`config.mk`:
```
export PLATFORM = sky130hd
export DESIGN_NAME = scroll_addr_gen
export DESIGN_NICKNAME = d
export VERILOG_FILES = /design/src/rtl/scroll_addr_gen.sv
export SDC_FILE = /design/constraint.sdc
export NUM_CORES = 1
export LEC_CHECK = 0
export ABC_AREA = 1
export CAP_MARGIN = 20
export CORE_MARGIN = 1.5
export CORE_UTILIZATION = 35
export CTS_BUF_LIST = sky130_fd_sc_hd__clkbuf_16
export DETAILED_ROUTE_END_ITERATION = 10
export DONT_BUFFER_PORTS = 1
export GPL_ROUTABILITY_DRIVEN = 0
export GPL_TIMING_DRIVEN = 0
export SLEW_MARGIN = 5
export SYNTH_ARGS = -nofsm -noshare
export SYNTH_HDL_FRONTEND = slang
export SYNTH_SLANG_ARGS = --single-unit
```
`constraint.sdc`:
```
create_clock -name clk -period 5.3 [get_ports clk]
set_input_delay 1.59 -clock clk [delete_from_list [all_inputs] [get_ports clk]]
set_output_delay 1.59 -clock clk [all_outputs]
set_load 0.01 [all_outputs]
```
`src/rtl/scroll_addr_gen.sv`:
```
// scroll_addr_gen: maps 640x480 VGA screen coordinates onto an IMG_W x IMG_H
// stored image with X/Y scrolling, h/v mirroring and a 2x centred enlarge.
// Mode controls are latched at frame start so a frame never tears.
// Optional feature: define BOUNCE_EN to make offsets reverse at the image
// edges instead of wrapping around.
`timescale 1ns/1ps
module scroll_addr_gen #(
  parameter int IMG_W       = 320,
  parameter int IMG_H       = 240,
  parameter int SCALE_SHIFT = 1,
  parameter int ADDR_W      = 17,
  parameter int STEP        = 1
) (
  input  logic              clk,
  input  logic              rst,
  input  logic              tick,
  input  logic              en,
  input  logic              dir,
  input  logic [1:0]        mode,
  input  logic              hmir,
  input  logic              vmir,
  input  logic              enlarge,
  input  logic [9:0]        h_cnt,
  input  logic [9:0]        v_cnt,
  input  logic              valid,
  output logic [ADDR_W-1:0] pixel_addr,
  output logic              pixel_ok,
  output logic              wrap
);

  localparam int OFF_W = $clog2((IMG_W > IMG_H) ? IMG_W : IMG_H);

  logic                  frame_start;
  logic [1:0]            mode_sh_reg;
  logic                  hmir_sh_reg;
  logic                  vmir_sh_reg;
  logic                  enl_sh_reg;
  logic [1:0][OFF_W-1:0] off_cur;    // [0] = x offset, [1] = y offset
  logic [1:0]            axis_wrap;

  assign frame_start = (h_cnt == 10'd0) && (v_cnt == 10'd0);

  // Capture mode controls once per frame, at the first pixel
  always_ff @(posedge clk or negedge rst) begin
    if (!rst) begin
      mode_sh_reg <= 2'b00;
      hmir_sh_reg <= 1'b0;
      vmir_sh_reg <= 1'b0;
      enl_sh_reg  <= 1'b0;
    end else if (frame_start) begin
      mode_sh_reg <= mode;
      hmir_sh_reg <= hmir;
      vmir_sh_reg <= vmir;
      enl_sh_reg  <= enlarge;
    end
  end

  // One offset engine per axis: gi=0 is X (mode[1]), gi=1 is Y (mode[0]).
  // The tick uses the shadow mode, so a tick coinciding with frame start
  // still sees the previous frame's axis selection.
  genvar gi;
  generate
    for (gi = 0; gi < 2; gi++) begin : g_axis
      localparam int             LIMIT  = (gi == 0) ? IMG_W : IMG_H;
      localparam logic [OFF_W:0] LIM_W  = (OFF_W+1)'(LIMIT);
      localparam logic [OFF_W:0] LIM_M1 = (OFF_W+1)'(LIMIT - 1);
      localparam logic [OFF_W:0] STEP_W = (OFF_W+1)'(STEP);

      logic [OFF_W-1:0] off_reg;
      logic [OFF_W-1:0] off_next;
      logic [OFF_W:0]   off_ext;
      logic [OFF_W:0]   inc;
      logic             adv;
      logic             wrap_next;
`ifdef BOUNCE_EN
      logic             flag_reg;
      logic             flag_next;
      logic             eff_dir;
`endif

      assign adv     = tick && en && mode_sh_reg[1-gi];
      assign off_ext = {1'b0, off_reg};
      assign inc     = off_ext + STEP_W;

      // Next offset: step, then fold back into [0, LIMIT-1]
      always_comb begin
        off_next  = off_reg;
        wrap_next = 1'b0;
`ifdef BOUNCE_EN
        flag_next = flag_reg;
        eff_dir   = dir ^ flag_reg;
        if (adv) begin
          if (!eff_dir) begin
            if (inc > LIM_M1) begin
              off_next  = LIM_M1[OFF_W-1:0];
              flag_next = ~flag_reg;
              wrap_next = 1'b1;
            end else begin
              off_next = inc[OFF_W-1:0];
            end
          end else begin
            if (off_ext < STEP_W) begin
              off_next  = '0;
              flag_next = ~flag_reg;
              wrap_next = 1'b1;
            end else begin
              off_next = OFF_W'(off_ext - STEP_W);
            end
          end
        end
`else
        if (adv) begin
          if (!dir) begin
            if (inc >= LIM_W) begin
              off_next  = OFF_W'(inc - LIM_W);
              wrap_next = 1'b1;
            end else begin
              off_next = inc[OFF_W-1:0];
            end
          end else begin
            if (off_ext < STEP_W) begin
              off_next  = OFF_W'(off_ext + LIM_W - STEP_W);
              wrap_next = 1'b1;
            end else begin
              off_next = OFF_W'(off_ext - STEP_W);
            end
          end
        end
`endif
      end

      // Offset state register
      always_ff @(posedge clk or negedge rst) begin
        if (!rst) begin
          off_reg  <= '0;
`ifdef BOUNCE_EN
          flag_reg <= 1'b0;
`endif
        end else begin
          off_reg  <= off_next;
`ifdef BOUNCE_EN
          flag_reg <= flag_next;
`endif
        end
      end

      assign off_cur[gi]   = off_reg;
      assign axis_wrap[gi] = wrap_next;
    end
  endgenerate

  logic              eff_hmir;
  logic              eff_vmir;
  logic              eff_enl;
  logic              in_img;
  logic [31:0]       sx;
  logic [31:0]       sy;
  logic [31:0]       mx;
  logic [31:0]       my;
  logic [31:0]       u;
  logic [31:0]       w;
  logic [ADDR_W-1:0] addr_next;

  // Screen -> image coordinate mapping; the frame's first pixel already
  // uses the controls being latched on that cycle.
  always_comb begin
    eff_hmir = frame_start ? hmir    : hmir_sh_reg;
    eff_vmir = frame_start ? vmir    : vmir_sh_reg;
    eff_enl  = frame_start ? enlarge : enl_sh_reg;
    if (eff_enl) begin
      sx = (32'(h_cnt) >> (SCALE_SHIFT + 1)) + 32'(IMG_W / 4);
      sy = (32'(v_cnt) >> (SCALE_SHIFT + 1)) + 32'(IMG_H / 4);
    end else begin
      sx = 32'(h_cnt) >> SCALE_SHIFT;
      sy = 32'(v_cnt) >> SCALE_SHIFT;
    end
    in_img = valid && (sx < 32'(IMG_W)) && (sy < 32'(IMG_H));
    mx = eff_hmir ? (32'(IMG_W - 1) - sx) : sx;
    my = eff_vmir ? (32'(IMG_H - 1) - sy) : sy;
    u  = mx + 32'(off_cur[0]);
    if (u >= 32'(IMG_W)) u = u - 32'(IMG_W);
    w  = my + 32'(off_cur[1]);
    if (w >= 32'(IMG_H)) w = w - 32'(IMG_H);
    addr_next = in_img ? ADDR_W'(w * 32'(IMG_W) + u) : '0;
  end

  // Output register stage
  always_ff @(posedge clk or negedge rst) begin
    if (!rst) begin
      pixel_addr <= '0;
      pixel_ok   <= 1'b0;
      wrap       <= 1'b0;
    end else begin
      pixel_addr <= addr_next;
      pixel_ok   <= in_img;
      wrap       <= |axis_wrap;
    end
  end

endmodule
```
# After elaboration in Yosys (flattened, before gate mapping)

Cells that the tools add are included.
Widths: inputs -> output; s select.

Register bits: 42
Bits in latches: 0
Bits in writable memories: 0
Bits in read-only memories: 0
Bits of input ports: 31
Output and inout port bits: 19
Word-level logic and storage cells: 70
Memories kept: 0

Add/subtract/negate cells: 19
Multiply operators: 1
Div/mod/pow operators: 0
$lt $le $gt $ge: 8
Equality and inequality tests: 0
Shift operators: 0
Muxes and demuxes: 24
Bitwise gates (word level): 0
Reductions and logical operators: 9

Operator list:

| kind                  | number |
|---|---|
| $mux 32               | 3 |
| $mux 9                | 8 |
| $add 32x9->32         | 2 |
| $sub 9x1->9 const B   | 4 |
| $mux 17               | 2 |
| $ge 32x8->1 const B   | 1 |
| $ge 32x9->1 const B   | 1 |
| $lt 32x8->1 const B   | 1 |
| $lt 32x9->1 const B   | 1 |
| $mul 32x3->11 const B | 1 |
| $sub 32x8->32 const B | 1 |
| $sub 8x32->32 const A | 1 |
| $sub 9x32->32 const A | 1 |
| $add 9x1->10 const B  | 2 |
| $logic_not 10->1      | 2 |
| $lt 9x1->1 const B    | 2 |
| $add 17x17->17        | 1 |
| $sub 17x9->17 const B | 1 |
| $mux 1                | 11 |
| $ge 10x8->1 const B   | 1 |
| $ge 10x9->1 const B   | 1 |
| $add 8x6->9 const B   | 1 |
| $add 8x7->9 const B   | 1 |
| $add 9x8->9 const B   | 1 |
| 5 further kinds       | 10 |

# Depth between registers and ports, before layout

Depth after elaboration: 12
Gate-level depth with buffers: 49
Gate-level depth less buffers: 48

# Least setup slack after synthesis

No wires, ideal clock.

Path kind: input to register
Start: in v_cnt[4]
End: reg pixel_addr[16]
Library setup time: 119 ps
Arrival: 7,198 ps
Required time: 5,181 ps
Setup slack: -2,017 ps
Cell stages on the path: 46
Buffers on the path: 1
Cell sequence: inv_1 > ha_1 > nand2_1 > nor2_4 > nand4_2 > nand2_4 > clkbuf_1 > nand2_1 > nand2_1 > xor2_1 > ha_1 > inv_1 > fa_1 > nand3b_1 > and2_1 > o21ai_1 > a21oi_1 > o21ai_1 > (+10 left out) > fa_1 > a21oi_1 > nor2_1 > nor2_1 > nor2_1 > nor2_1 > inv_1 > a21oi_1 > nor2_1 > nor2_1 > nor2_1 > nor2_1 > o21ai_0 > a21oi_1 > xnor2_2 > nand3_1 > nand2_1 > nor2_1

Word-level cells in the longest chain between the ends: 12

Ends and longest elaborated chain:

| what                                         | RTL line | RTL |
|---|---|---|
| from (decl)                                  | 24       | `input logic [9:0] v_cnt,` |
| $logic_not 10->1 (*)                         | 41       | `assign frame_start = (h_cnt == 10'd0) && (v_cnt == 10'd0);` |
| $logic_and 1x1->1 (*)                        | 41       |  |
| $mux 1 (*)                                   | n/a      |  |
| named net eff_enl                            | 154      | `logic eff_enl;` |
| $mux 9                                       | 170      | `if (eff_enl) begin` |
| $sub 8x32->32                                | 179      | `my = eff_vmir ? (32'(IMG_H - 1) - sy) : sy;` |
| $mux 32                                      | 179      |  |
| $add 32x9->32                                | 182      | `w = my + 32'(off_cur[1]);` |
| $sub 32x8->32 or $ge 32x8->1 (tied branches) | 183      | `if (w >= 32'(IMG_H)) w = w - 32'(IMG_H);` |
| $mux 32                                      | 183      |  |
| $mul 32x3->11                                | 184      | `addr_next = in_img ? ADDR_W'(w * 32'(IMG_W) + u) : '0;` |
| $add 17x17->17                               | 184      |  |
| $mux 17 (*)                                  | 184      |  |
| named net addr_next[16]                      | 162      | `logic [ADDR_W-1:0] addr_next;` |
| to (signal assigned)                         | 194      | `pixel_addr <= addr_next;` |
| to (decl)                                    | 26       | `output logic [ADDR_W-1:0] pixel_addr,` |

The timed path passes the listed nets; every way through them passes the cells marked *.
A chain may end at the register's enable or synchronous reset.

# Worst setup path in the final report

Start: in v_cnt[4]
End: reg pixel_addr[16]

Word-level cells in the longest chain between the ends: 12

Ends and longest elaborated chain:

| what                                                                   | RTL line |
|---|---|
| parallel branches: the longest is 11 deep, another holds $sub 8x32->32 | n/a |
| $mux 17 (*)                                                            | 184 |
| named net addr_next[16]                                                | 162 |

Mark *: on every way through the listed nets, which the timed path passes.

==> impl_metrics.json <==
{
  "fill_cells": 1367,
  "p_per_area_mw_per_mm2": 269,
  "critPathKind": "primary input to register",
  "synth_area_leaders": "dfrtp_1, ha_1, xor2_1, nand2_1, inv_1",
  "clk_pin_slew_worst_paths_ns": 0.07,
  "synthXorXnorAreaFrac_pct": 11.7,
  "cts_buffer_depth": 2,
  "htreeDepth": 2,
  "synth.area.mux_share_pct": 0.621,
  "wirelength_mm": 13.4,
  "fin_total_pwr_uw": 1870,
  "worstPathMaxFanout": 6,
  "synth_top_area_cell": "dfrtp_1",
  "finClkSkew_ns": 0.0126,
  "syn2layout_area_growth_pct": 33.0,
  "grt_use_met2_pct": 30.7,
  "synth_flop_cell": "dfrtp_1",
  "status": "complete, but fails checks",
  "routed_via_density": 4.90,
  "crit_arrival_ns": 7.29,
  "vias": 5026,
  "yosysSeqAreaShare_pct": 20.1,
  "cts_tree": "yes",
  "async_reset_ff_share_pct": 100,
  "r2r-end": "pixel_addr[16]",
  "drive_above_1_share_pct": 29.7,
  "tightest_slew_ns": 0.705,
  "detail_route.wl_per_cell_um": 13.1,
  "reg2reg_slack_ns": -0.34,
  "first_pass_iters": 5,
  "critical-path-max-stage-delay_ns": 0.34,
  "antenna_found_initial": 0,
  "synth_edf_count": 0,
  "cp-start-kind": "primary input",
  "clock_latency_ns": 0.30,
  "hold_viol": 0,
  "synth_area_per_cell_um2": 7.02,
  "worst_setup_path_end_kind": "register",
  "gr-usage-met3_pct": 2.82,
  "syn_area_mm2": 0.00524,
  "root_buffer": "clkbuf_16",
  "syn_inst": 746,
  "final_nets": 937,
  "synth_cell_types": 45,
  "yosysWarnings": 0,
  "synth_top_family_by_area": "simple AND/OR/NAND/NOR gates",
  "violations": "negative setup slack",
  "io_buffers": 0,
  "cts_sinks": 42,
  "grt_pass1_wl_mm": 22.8,
  "reg2reg_depth": 42,
  "worstHoldStart": "mode_sh_reg[1]",
  "synth_fa_ha_area_share_pct": 16.3,
  "ir_drop_mv": 0.165,
  "die_area_mm2": 0.0157,
  "dpl.hpwl_mm": 9.66,
  "grt_pass1_vias": 4911,
  "initial_utilization_pct": 35.9,
  "relSlewSlack_pct": 52.8,
  "setup_ws_ns": -1.81,
  "rsz0062_at_grt": "yes",
  "instances_no_fill": 1025,
  "synth_top_area_share_pct": 20.1,
  "rr_startpoint": "enl_sh_reg",
  "hold_class": "register to register",
  "yosys_register_bits": 42,
  "dp_cells": 930,
  "cp_slowest_cell": "ha_1",
  "die_h_um": 125,
  "die_w_um": 125,
  "diodes": 0,
  "rows": 44,
  "worstPathRequired_ns": 5.48,
  "drt-initial-drc-count": 189,
  "layout_min_cycle_time_ns": 7.11,
  "cts_buffers": 5,
  "placeableCoreArea_mm2": 0.0146,
  "min_to": "mode_sh_reg[1]",
  "fin_crit_sh_pct": 134,
  "grtUsageTotal_pct": 17.4,
  "synthSimpleGateAreaFrac_pct": 27.7,
  "use_met1_pct": 22.1,
  "post-place-ws_ns": -2.52,
  "grt_max_degree": 43,
  "grt_overflow": 0,
  "drv_cap": 0,
  "final_antenna_net_count": 0,
  "crit_top_cell": "buf_4",
  "grt-busiest-layer": "met2",
  "ios": 50,
  "setup_viol": 10,
  "drc": 0,
  "synth_compound_area_share_pct": 13.8,
  "fmax_ghz": 0.141,
  "power_leakage_uw": 0.00340,
  "min_delay_path_depth": 1,
  "fin_setup_tns_ns": -10.99,
  "final-max-slew-violation-count": 0,
  "largest_reg_flops": 18,
  "syn_nets": 843
}
## worst max-delay path by stage
stage,startpoint,end,slack [ns],depth (start not counted)
floorplan,v_cnt[5],pixel_addr[16],-1.75,45
global placement,v_cnt[5],pixel_addr[16],-2.52,41
detailed placement,v_cnt[5],pixel_addr[16],-2.52,41
CTS,h_cnt[7],pixel_addr[16],-1.72,48
global route,v_cnt[4],pixel_addr[16],-2.19,43
finish,v_cnt[4],pixel_addr[16],-1.81,49
## where the power goes
group	total (uW)	internal [uW]	switching (uW)
Combinational	1190	576	618
Sequential	364	343	20.5
Clock	316	177	139
Total	1870	1100	777
## layout by cell type (no fill, tap or decap), types with 16 or more instances in the layout
cell type / n
nor2_1: 61
buf_4: 73
o21ai_0: 36
inv_2: 16
a21oi_1: 31
inv_1: 103
ha_1: 49
nand2_1: 109
dfrtp_1: 42
nand2_2: 23
xor2_1: 49
nand3_1: 29
## Yosys cell counts, drive strengths merged, types with 6 or more instances
| cell | number |
|---|---|
| nor2 | 83 |
| xnor2 | 11 |
| nand3 | 38 |
| o21ai | 57 |
| nor3 | 17 |
| dfrtp | 42 |
| nand2 | 145 |
| clkbuf | 8 |
| ha | 62 |
| a31oi | 6 |
| xor2 | 57 |
| a21oi | 42 |
| o211ai | 8 |
| nand4 | 14 |
| inv | 125 |
## critical path, delay by kind of cell
kind                       cells  cell delay (ns)
buffers and inverters         18             2.04
and+or+nand+nor               19             1.70
AOI/OAI and AO/OA              7             0.97
adders and majority gates      3             0.69
xor gates and xnor gates       2             0.29
## through the flow
stage | area, um^2 | utilization [%] | hold WS (ns)
after detailed placement | 5680 | 38.9 | 0.495
after global routing | 6970 | 47.8 | 0.527
final | 6970 | 47.8 | 0.513
after CTS | 6540 | 44.8 | 0.512
after global placement | 5680 | 38.9 | 0.493
after floorplan | 5450 | - | 0.480
## final cells by class
cell class	instances	area [um^2]	area share, %
clock buffers	5	125	1.80
clock inverters	3	25.0	0.359
plain buffers	10	63.8	0.916
well taps	184	230	3.30
flip-flops and latches	42	1050	15.1
multi-input cells	569	4220	60.5
inverters	125	548	7.86
repair buffers	87	707	10.1
## logic make-up (layout without fill, tap and decap cells)
kind of cell,count (synthesis),count (layout)
multiplexers,3,3
adder cells (fa/ha/maj),66,66
AND/OR/NAND/NOR,304,304
AO/OA/AOI/OAI,128,128
buffers and inverters,135,230
flip-flops,42,42
XOR/XNOR,68,68
## repair_timing
item,in CTS,in global routing
gates cloned,2,0
resized for setup,51,67
endpoints found under the setup margin,11,11
hold endpoints to repair,0,0
pin swaps,70,71
buffers inserted,66,25
hold buffers,0,0
## per-layer routing
layer | vias up | routed length [um]
met1 | 2326 | 6100
met3 | 19 | 418
met2 | 75 | 6670
li1 | 2606 | -
met4 | 0 | 242
met5 | - | 0
Note: power is estimated with default switching activity, not from simulation.
